## src/rtl/tcc_pkg.sv

```systemverilog
// Shared definitions for the accumulator CPU: opcodes, default widths and
// the fetch-stage state encoding.
package tcc_pkg;

  localparam int DEF_DATA_WIDTH        = 11;
  localparam int DEF_INSTRUCTION_WIDTH = 15;
  localparam int DEF_IMEM_TIMEOUT      = 15;

  localparam logic [4:0] OP_HLT  = 5'b00000;
  localparam logic [4:0] OP_STO  = 5'b00001;
  localparam logic [4:0] OP_LD   = 5'b00010;
  localparam logic [4:0] OP_LDI  = 5'b00011;
  localparam logic [4:0] OP_ADD  = 5'b00100;
  localparam logic [4:0] OP_ADDI = 5'b00101;
  localparam logic [4:0] OP_SUB  = 5'b00110;
  localparam logic [4:0] OP_SUBI = 5'b00111;
  localparam logic [4:0] OP_BEQ  = 5'b01000;
  localparam logic [4:0] OP_BNE  = 5'b01001;
  localparam logic [4:0] OP_BGT  = 5'b01010;
  localparam logic [4:0] OP_BGE  = 5'b01011;
  localparam logic [4:0] OP_BLT  = 5'b01100;
  localparam logic [4:0] OP_BLE  = 5'b01101;
  localparam logic [4:0] OP_JMP  = 5'b01110;

  typedef enum logic [2:0] {
    IDLE  = 3'd0,
    REQ   = 3'd1,
    WAIT  = 3'd2,
    VALID = 3'd3,
    HALT  = 3'd4,
    ERROR = 3'd5
  } fetch_state_t;

endpackage

```

## src/rtl/fetch_unit_if.sv

```systemverilog
// Instruction-memory read bus between the fetch stage (master) and memory (slave).
// Handshake: req pulses one cycle with addr; memory later raises valid for one
// cycle with data; the fetch side only honours valid while it is waiting.
interface fetch_unit_if #(
    parameter int AW = 11,
    parameter int DW = 16
) ();
    logic          imem_req_out;
    logic [AW-1:0] imem_addr_out;
    logic [DW-1:0] imem_data_in;
    logic          imem_valid_in;

    modport master (
        output imem_req_out,
        output imem_addr_out,
        input  imem_data_in,
        input  imem_valid_in
    );

    modport slave (
        input  imem_req_out,
        input  imem_addr_out,
        output imem_data_in,
        output imem_valid_in
    );
endinterface

```

## src/rtl/program_counter.sv

```systemverilog
// Program counter register: increment (wrapping) or load of a branch target.
module program_counter #(
    parameter int WIDTH = 11
) (
    input  logic             clk,
    input  logic             rst,
    input  logic             inc,
    input  logic             load,
    input  logic [WIDTH-1:0] load_value,
    output logic [WIDTH-1:0] pc
);
    // Load has priority; increment wraps naturally at 2^WIDTH.
    always_ff @(posedge clk) begin
        if (rst) begin
            pc <= '0;
        end else if (load) begin
            pc <= load_value;
        end else if (inc) begin
            pc <= pc + WIDTH'(1);
        end
    end
endmodule

```

## src/rtl/fetch_unit.sv

```systemverilog
// Instruction-fetch stage: owns PC and IR, fetches over a variable-latency
// req/valid bus and follows the decoder's pc_wr/branch commands.
module fetch_unit
    import tcc_pkg::*;
#(
    parameter int DATA_WIDTH        = DEF_DATA_WIDTH,
    parameter int INSTRUCTION_WIDTH = DEF_INSTRUCTION_WIDTH,
    parameter int IMEM_TIMEOUT      = DEF_IMEM_TIMEOUT
) (
    input  logic                                  clock_in,
    input  logic                                  reset_in,
    input  logic                                  pc_wr_in,
    input  logic                                  branch_in,
    fetch_unit_if.master                          imem,
    output logic [INSTRUCTION_WIDTH-DATA_WIDTH:0] op_code_out,
    output logic [DATA_WIDTH-1:0]                 operand_out,
    output logic [DATA_WIDTH-1:0]                 pc_out,
    output logic                                  instr_valid_out,
    output logic                                  halted_out,
    output logic                                  fetch_error_out,
    output fetch_state_t                          state_out
);
    localparam int CW = $clog2(IMEM_TIMEOUT + 1);

    fetch_state_t                 state;
    logic [INSTRUCTION_WIDTH:0]   ir;
    logic [CW-1:0]                wait_cnt;
    logic                         req_q;
    logic                         valid_q;
    logic                         halt_q;
    logic                         err_q;
    logic                         is_hlt;
    logic                         advance;
    logic [DATA_WIDTH-1:0]        pc;

    assign op_code_out = ir[INSTRUCTION_WIDTH:DATA_WIDTH];
    assign operand_out = ir[DATA_WIDTH-1:0];
    assign is_hlt      = (op_code_out == OP_HLT);
    // PC moves only on a decoder command accepted in VALID for a non-HLT word.
    assign advance     = (state == VALID) && pc_wr_in && !is_hlt;

    program_counter #(.WIDTH(DATA_WIDTH)) u_pc (
        .clk        (clock_in),
        .rst        (reset_in),
        .inc        (advance && !branch_in),
        .load       (advance && branch_in),
        .load_value (operand_out),
        .pc         (pc)
    );

    always_ff @(posedge clock_in) begin
        if (reset_in) begin
            state    <= IDLE;
            ir       <= '0;
            wait_cnt <= '0;
            req_q    <= 1'b0;
            valid_q  <= 1'b0;
            halt_q   <= 1'b0;
            err_q    <= 1'b0;
        end else begin
            case (state)
                IDLE: begin
                    state <= REQ;
                    req_q <= 1'b1;
                end
                REQ: begin
                    state    <= WAIT;
                    req_q    <= 1'b0;
                    wait_cnt <= '0;
                end
                WAIT: begin
                    if (imem.imem_valid_in) begin
                        ir      <= imem.imem_data_in;
                        state   <= VALID;
                        valid_q <= 1'b1;
                    end else if (wait_cnt == CW'(IMEM_TIMEOUT - 1)) begin
                        state <= ERROR;
                        err_q <= 1'b1;
                    end else begin
                        wait_cnt <= wait_cnt + CW'(1);
                    end
                end
                VALID: begin
                    if (is_hlt) begin
                        state   <= HALT;
                        valid_q <= 1'b0;
                        halt_q  <= 1'b1;
                    end else if (pc_wr_in) begin
                        state   <= REQ;
                        valid_q <= 1'b0;
                        req_q   <= 1'b1;
                    end
                end
                HALT:    state <= HALT;
                ERROR:   state <= ERROR;
                default: state <= IDLE;
            endcase
        end
    end

    assign imem.imem_req_out  = req_q;
    assign imem.imem_addr_out = pc;
    assign pc_out             = pc;
    assign instr_valid_out    = valid_q;
    assign halted_out         = halt_q;
    assign fetch_error_out    = err_q;
    assign state_out          = state;
endmodule
```

## src/flat_wrapper.sv

```systemverilog
// flat-port wrapper written by rule: the top's interface ports become plain ports
module fetch_unit_flat import tcc_pkg::*;
#(
    parameter int DATA_WIDTH        = DEF_DATA_WIDTH,
    parameter int INSTRUCTION_WIDTH = DEF_INSTRUCTION_WIDTH,
    parameter int IMEM_TIMEOUT      = DEF_IMEM_TIMEOUT
)
  (clock_in, reset_in, pc_wr_in, branch_in, op_code_out, operand_out, pc_out, instr_valid_out, halted_out, fetch_error_out, state_out, imem_imem_req_out, imem_imem_addr_out, imem_imem_data_in, imem_imem_valid_in);
  fetch_unit_if imem_i ();
  input  logic clock_in;
  input  logic reset_in;
  input  logic pc_wr_in;
  input  logic branch_in;
  output logic [INSTRUCTION_WIDTH-DATA_WIDTH:0] op_code_out;
  output logic [DATA_WIDTH-1:0] operand_out;
  output logic [DATA_WIDTH-1:0] pc_out;
  output logic instr_valid_out;
  output logic halted_out;
  output logic fetch_error_out;
  output fetch_state_t state_out;
  output wire logic [$bits(imem_i.imem_req_out)-1:0] imem_imem_req_out;
  output wire logic [$bits(imem_i.imem_addr_out)-1:0] imem_imem_addr_out;
  input wire logic [$bits(imem_i.imem_data_in)-1:0] imem_imem_data_in;
  input wire logic [$bits(imem_i.imem_valid_in)-1:0] imem_imem_valid_in;
  assign imem_imem_req_out = imem_i.imem_req_out;
  assign imem_imem_addr_out = imem_i.imem_addr_out;
  assign imem_i.imem_data_in = imem_imem_data_in;
  assign imem_i.imem_valid_in = imem_imem_valid_in;
  fetch_unit #(.DATA_WIDTH(DATA_WIDTH), .INSTRUCTION_WIDTH(INSTRUCTION_WIDTH), .IMEM_TIMEOUT(IMEM_TIMEOUT)) u_core (.clock_in(clock_in), .reset_in(reset_in), .pc_wr_in(pc_wr_in), .branch_in(branch_in), .imem(imem_i), .op_code_out(op_code_out), .operand_out(operand_out), .pc_out(pc_out), .instr_valid_out(instr_valid_out), .halted_out(halted_out), .fetch_error_out(fetch_error_out), .state_out(state_out));
endmodule
```

## config.mk

```make
export PLATFORM = sky130hd
export DESIGN_NAME = fetch_unit_flat
export DESIGN_NICKNAME = d
export VERILOG_FILES = /design/src/rtl/tcc_pkg.sv /design/src/rtl/fetch_unit_if.sv /design/src/rtl/program_counter.sv /design/src/rtl/fetch_unit.sv /design/src/flat_wrapper.sv
export SDC_FILE = /design/constraint.sdc
export NUM_CORES = 1
export LEC_CHECK = 0
export BUFFER_PORTS_ARGS = -buffer_cell sky130_fd_sc_hd__clkbuf_2
export CORE_ASPECT_RATIO = 2
export CORE_MARGIN = 4
export CORE_UTILIZATION = 53
export CTS_CLUSTER_DIAMETER = 200
export DETAILED_ROUTE_END_ITERATION = 12
export PLACE_DENSITY_LB_ADDON = 0.12
export SLEW_MARGIN = 15
export SYNTH_ARGS = -nofsm -noshare
export SYNTH_HDL_FRONTEND = slang
export SYNTH_HIERARCHICAL = 1
export SYNTH_SLANG_ARGS = --single-unit
```

## constraint.sdc

```tcl
create_clock -name clock_in -period 6.3 [get_ports clock_in]
set_input_delay 1.26 -clock clock_in [delete_from_list [all_inputs] [get_ports clock_in]]
set_output_delay 1.26 -clock clock_in [all_outputs]
set_load 0.01 [all_outputs]
```

# --- Word-level counts from Yosys, hierarchy flattened ---
# Cells that the tools add are included.
totals:
  ff_bits: 38
  latchBits: 0
  mem_bits_rw: 0
  romBits: 0
  inputBits: 21
  out_inout_bits: 45
  elab_cells: 60
  mem_count: 0
op_classes:
  n_addsub: 2
  n_mul: 0
  n_div: 0
  magnitude_cmp: 0
  n_eq_ne: 13
  shift: 0
  mux: 17
  bitwise_logic: 1
  n_reduce_logical: 19
op_table:
  columns: ["operator", "n"]
  rows:
  - ["2-to-1 mux 11 bit", 2]
  - ["case mux 3 bit (6 select lines)", 1]
  - ["2-to-1 mux 3 bit", 4]
  - ["AND reduction 3 bit", 4]
  - ["adder 11 x 1 -> 11 bit, second input constant", 1]
  - ["inequality test 2 bit, second input constant", 5]
  - ["2-to-1 mux 4 bit", 2]
  - ["case mux 4 bit (2 select lines)", 1]
  - ["equality test 3 x 2 -> 1 bit, second input constant", 2]
  - ["equality test 3 bit, second input constant", 2]
  - ["inequality test 3 x 2 -> 1 bit, second input constant", 2]
  - ["AND reduction 2 bit", 3]
  - ["nonzero test 2 bit", 3]
  - ["logical NOT 5 bit", 1]
  - ["2-to-1 mux 1 bit", 5]
  - ["adder 4 x 1 -> 4 bit, second input constant", 1]
  - ["equality test 4 bit, second input constant", 1]
  - ["logical AND 1 bit", 4]
  - ["equality test 3 x 1 -> 1 bit, second input constant", 1]
  - ["logical NOT 3 bit", 1]
  - ["case mux 1 bit (3 select lines)", 1]
  - ["nonzero test 3 bit", 1]
  - ["logical NOT 1 bit", 2]
  - ["case mux 1 bit (2 select lines)", 1]
  - ["NOT 1 bit", 1]

# --- Logic depth before layout (Yosys ltp) ---
depth:
  ltp_word: 6
  depth_mapped: 9

# --- Modules after synthesis ---
# The synthesis kept the hierarchy.
by_module_without_submodules:
  columns: ["mod", "instances", "cells_each", "area_per_inst_um2", "seq_area_each_um2"]
  rows:
  - ["fetch_unit", 1, 152, 1239.9, 540.5]
  - ["program_counter", 1, 79, 665.6, 220.2]

# --- Worst setup path before layout ---
# Ideal clock, no wire load.
synth_timing:
  kind: "in2reg"
  start: "input imem_imem_valid_in"
  end: "register u_core.wait_cnt[3]"
  setup_time_ns: 0.086
  arrival_ns: 2.394
  required_time_ns: 6.214
  slack_ns: 3.821
  path_stages: 4
  n_path_buf: 1
  path_cell_list: "or4b_1 > buf_2 > or3_1 > a211oi_1"
synth_between:
  elab_chain_len: 2
synth_rtl:
  columns: ["element", "line_no", "text"]
  rows:
  - ["start, declared", "flat_wrapper.sv:24", "input wire logic [$bits(imem_i.imem_valid_in)-1:0] imem_imem_valid_in;"]
  - ["inequality test 2 bit (no source line)", null, null]
  - ["AND reduction 3 bit (no source line)", null, null]
  - ["end signal, assigned", "fetch_unit.sv:80", "wait_cnt <= wait_cnt + CW'(1);"]
  - ["end, declared", "fetch_unit.sv:27", "logic [CW-1:0] wait_cnt;"]
# Every way passes these cells.
# A chain may end at the register's enable or synchronous reset.

# --- Worst setup path after layout ---
layout_timing:
  start: "input pc_wr_in"
  end: "register u_core.u_pc.pc[10]"
layout_between:
  elab_chain_len: 4
  word_cells_on_any_way: 6
  cone_classes: "1 x mux; 5 x reduce/logical"
layout_rtl:
  columns: ["element", "line_no", "text"]
  rows:
  - ["start, declared", "flat_wrapper.sv:12", "input logic pc_wr_in;"]
  - ["logical AND 1 bit (*) (2 in a row)", "fetch_unit.sv:40", "assign advance = (state == VALID) && pc_wr_in && !is_hlt;"]
  - ["logical AND 1 bit, on equally long branches", "fetch_unit.sv:46, fetch_unit.sv:45", null]
  - ["2-to-1 mux 11 bit / nonzero test 2 bit (equally long branches)", null, null]
  - ["end signal, assigned", "program_counter.sv:17", "pc <= load_value;"]
  - ["end signal, assigned", "program_counter.sv:19", "pc <= pc + WIDTH'(1);"]
  - ["end, declared", "program_counter.sv:10", "output logic [WIDTH-1:0] pc"]
# Mark *: on every way between the ends. The rest lies on a longest branch, timed or not.

==> implementation parameters <==
Parameter                              Value

Synth
  Net count after synthesis ... between 200 and 300
  Most area-consuming cells after synthesis ... sky130_fd_sc_hd__dfxtp_1 (40%), sky130_fd_sc_hd__nand2_1 (7.9%), sky130_fd_sc_hd__a21oi_1 (6.8%), sky130_fd_sc_hd__buf_4 (4.7%), sky130_fd_sc_hd__or3_1 (2.6%)
  Sequential fraction of the synthesis area ... around two fifths
  Top-count cell post-synth ... sky130_fd_sc_hd__nand2_1
  Number of synthesized register bits ... 38
  Share of flip-flops with an asynchronous set or reset after synthesis ... 0%
  Post-synth top area share ... ~40%
  Leading register cell type out of synthesis ... sky130_fd_sc_hd__dfxtp_1
  Mean cell area of the mapped netlist ... 8.25 um2
  Yosys top cell by area ... sky130_fd_sc_hd__dfxtp_1
  Yosys warns ... 6
  Synth cell count leaders ... sky130_fd_sc_hd__nand2_1 (40), sky130_fd_sc_hd__dfxtp_1 (38), sky130_fd_sc_hd__a21oi_1 (26)
  Mapped cell area ... around 1900 um2
  Distinct cells, synth ... 43
  Count of mapped cells out of synthesis ... around 230
  Post-synth EDFFs ... 0

Pwr
  Sequential share of power ... 49.0%
  Power density relative to cell area ... ~250 nW/um2
  Logic gate share of total power ... approximately 15%
  Peak ir drop on the vdd network ... 0.000248 V
  Switching power summed over all nets ... approximately 0.15 mW
  Leakage power ... around 0.94 nW
  Internal power ... slightly above 0.4 mW
  Clock network power share ... between 30% and 40%
  Sw frac ... a little over a quarter

Routing
  Detail Route Antenna Nets ... 0
  Mean routed wirelength per cell ... between 10 and 15 um
  Detailed-routing iteration count for the pre-antenna-repair pass ... 4
  Detailed-route wire length ... 4710 um
  DR DRC count ... 0
  Post-detailed-route via-to-cell ratio ... 5.59
  Vias post-DR ... about 1.8k
  Violation count after the first detailed-route iteration ... 34

Run status
  Outcome ... finished clean

STA
  Clock period minus worst slack ... approximately 2.8 ns
  Setup slack after layout ... around 3.5 ns
  Highest Clock Rate ... about 0.35 GHz
  Number of hold violations in the final report ... 0
  Fin Clk Skew ... around 0.0065 ns
  Max-slew violation total from the final report ... 0
  Total setup violations reported at the end of the flow ... 0
  Fin crit share ... a little under half
  Worst Tran Pin Value ... just under 1 ns
  Worst-case headroom to the max-slew limit ... between 30% and 40%
  Unrepaired setup endpoints after global routing ... no
  Setup tns final ... 0 ns

GRT
  Global-route wire length before repair ... 7680 um
  Vias in the first global route ... approximately 1.6k
  Overall global routing resource usage ... about a fifth
  Initial antenna violation count ... 0
  Remaining global-route overflow ... 0
  Pin count of the biggest net entering global routing ... 44

Setup path
  Element type at the critical path start ... input port
  Worst Setup End Kind ... flip-flop
  CP required ... 6.54 ns
  R2R Path Start ... u_core/state_out[0]
  Crit Path Category ... in -> reg
  Critical-path maximum fanout ... 12
  Start point of the critical path ... pc_wr_in
  Crit path DAT ... roughly 3 ns

Layout
  Antenna diode count ... 0
  Core occupancy in the finished layout ... 65.8%
  Final instance area ... 2250 um2
  Area delta synth->final ... 18.0%
  Count of nets after finishing ... 301
  Share of layout cells above drive strength 1 ... about 30%

Floorplanning
  Die ar. ... approximately 4700 um2
  I/O pin count ... 66
  Overall die height ... just over 90 um
  Core box area ... 3420 um2
  Num rows ... 30
  Effective utilization at floorplan ... between 50% and 60%
  Die W ... between 50 and 60 um

Place
  Final GP Congestion ... around 0.84
  Dpl ws ... between 3 and 4 ns
  Standard cell area after detailed placement ... ~2100 um2
  Number of port buffers ... 65
  Post-DP HPWL ... 3470 um

Clock tree
  Clock tree root driver cell ... sky130_fd_sc_hd__clkbuf_8
  CTS H-tree depth ... 2
  Clock tree from TritonCTS ... yes
  Worst skew pair latency ... around 0.29 ns
  Cts-stage hold buffer count ... 0
  Number of clock sinks ... 38
  Clock-pin slew reported for the worst setup and hold paths after clock tree synthesis ... around 0.070 ns
  Number of buffers on the longest clock path ... 2
  Count of instances resized after the clock tree is built ... 0
  Postcts setup bufs ... 0
  Clock buffers created by TritonCTS ... 5

Job
  Number of max-cap violations ... 0

Min path
  Class of the most critical hold timing path ... reg -> reg
  Hold path start ... u_core/ir[14]
[placed cells by master (no fill, tap or decap), drive strengths merged, types with 2 or more instances in the layout]
| cell | count |
|---|---|
| or4b | 3 |
| dfxtp | 38 |
| or3 | 8 |
| o211ai | 6 |
| a31oi | 2 |
| a211oi | 6 |
| nor2 | 10 |
| clkbuf | 70 |
| and3b | 3 |
| a311oi | 3 |
| nor3b | 3 |
| o21ai | 7 |
| nor2b | 3 |
| ha | 3 |
| or4 | 3 |
| inv | 6 |
| o31a | 2 |
| nand4 | 5 |
| nand2 | 40 |
| nor4b | 2 |
| clkinv | 2 |
| o31ai | 2 |
| nand3 | 8 |
| a21oi | 26 |
| xor2 | 3 |
[layer usage]
layer  up-vias  track usage, %  wire, um  part of all wire (%)
met5         -               0         0                     0
met4         0            6.97        63                   1.3
met3         6            4.67       298                   6.3
met2        60            38.3      2600                    55
met1       846            23.2      1750                    37
li1        910               -         -                     -
[kinds of logic after synthesis]
group,synth area share [%]
and+or+nand+nor,27.1
xor gates and xnor gates,1.38
buffers and inverters,9.52
muxes,0.591
adders and majority gates,1.97
DFF,39.9
AOI/OAI and AO/OA,19.5
[final cells by class]
class                   count  area (um2)
inverters                   6        22.5
repair buffers             66         333
clock buffers               5        68.8
fillers                   316        1170
well taps                  48        60.1
multi-input cells         160         963
clock inverters             3        40.0
flip-flops and latches     38         761
[worst paths after layout]
check / endpoint / slack (ns) / cells past startpoint
worst max-delay path: u_core/u_pc/pc[10] / 3.45 / 6
worst max register to register: u_core/u_pc/pc[10] / 3.69 / 6
worst min-delay path: u_core/ir[14] / 0.47 / 2
worst min register to register: u_core/ir[14] / 0.47 / 2
[flip-flops by register name, summed over array words and instances, names as in the netlist]
signal	flops
u_core/instr_valid_out	1
u_core/ir	16
u_core/halted_out	1
u_core/u_pc/pc	11
u_core/imem.imem_req_out	1
u_core/state_out	3
u_core/fetch_error_out	1
u_core/wait_cnt	4
[metrics by stage]
stage | instances | total power [mW] | hold slack, ns
detailed placement | 318 | 0.366 | 0.463
floorplan | 231 | 0.337 | 0.470
finish | 326 | 0.563 | 0.469
global placement | 318 | 0.366 | 0.454
CTS | 326 | 0.569 | 0.473
global route | 326 | 0.591 | 0.492
[power by group through the flow]
stage	combinational [mW]	sequential, mW	clock [mW]
3_3_place_gp	0.0855	0.280	0
2_1_floorplan	0.0596	0.277	0
6_report	0.0855	0.276	0.202
3_5_place_dp	0.0859	0.281	0
4_1_cts	0.0861	0.275	0.207
5_1_grt	0.0951	0.278	0.218
[critical path, stage by stage]
cell,delay (ns)
sky130_fd_sc_hd__clkbuf_2,0.09
sky130_fd_sc_hd__o211ai_1,0.11
sky130_fd_sc_hd__nor2_1,0.67
sky130_fd_sc_hd__or4b_1,0.48
sky130_fd_sc_hd__or4_1,0.40
sky130_fd_sc_hd__nand3_1,0.08
(Power assumes the default switching activity.)
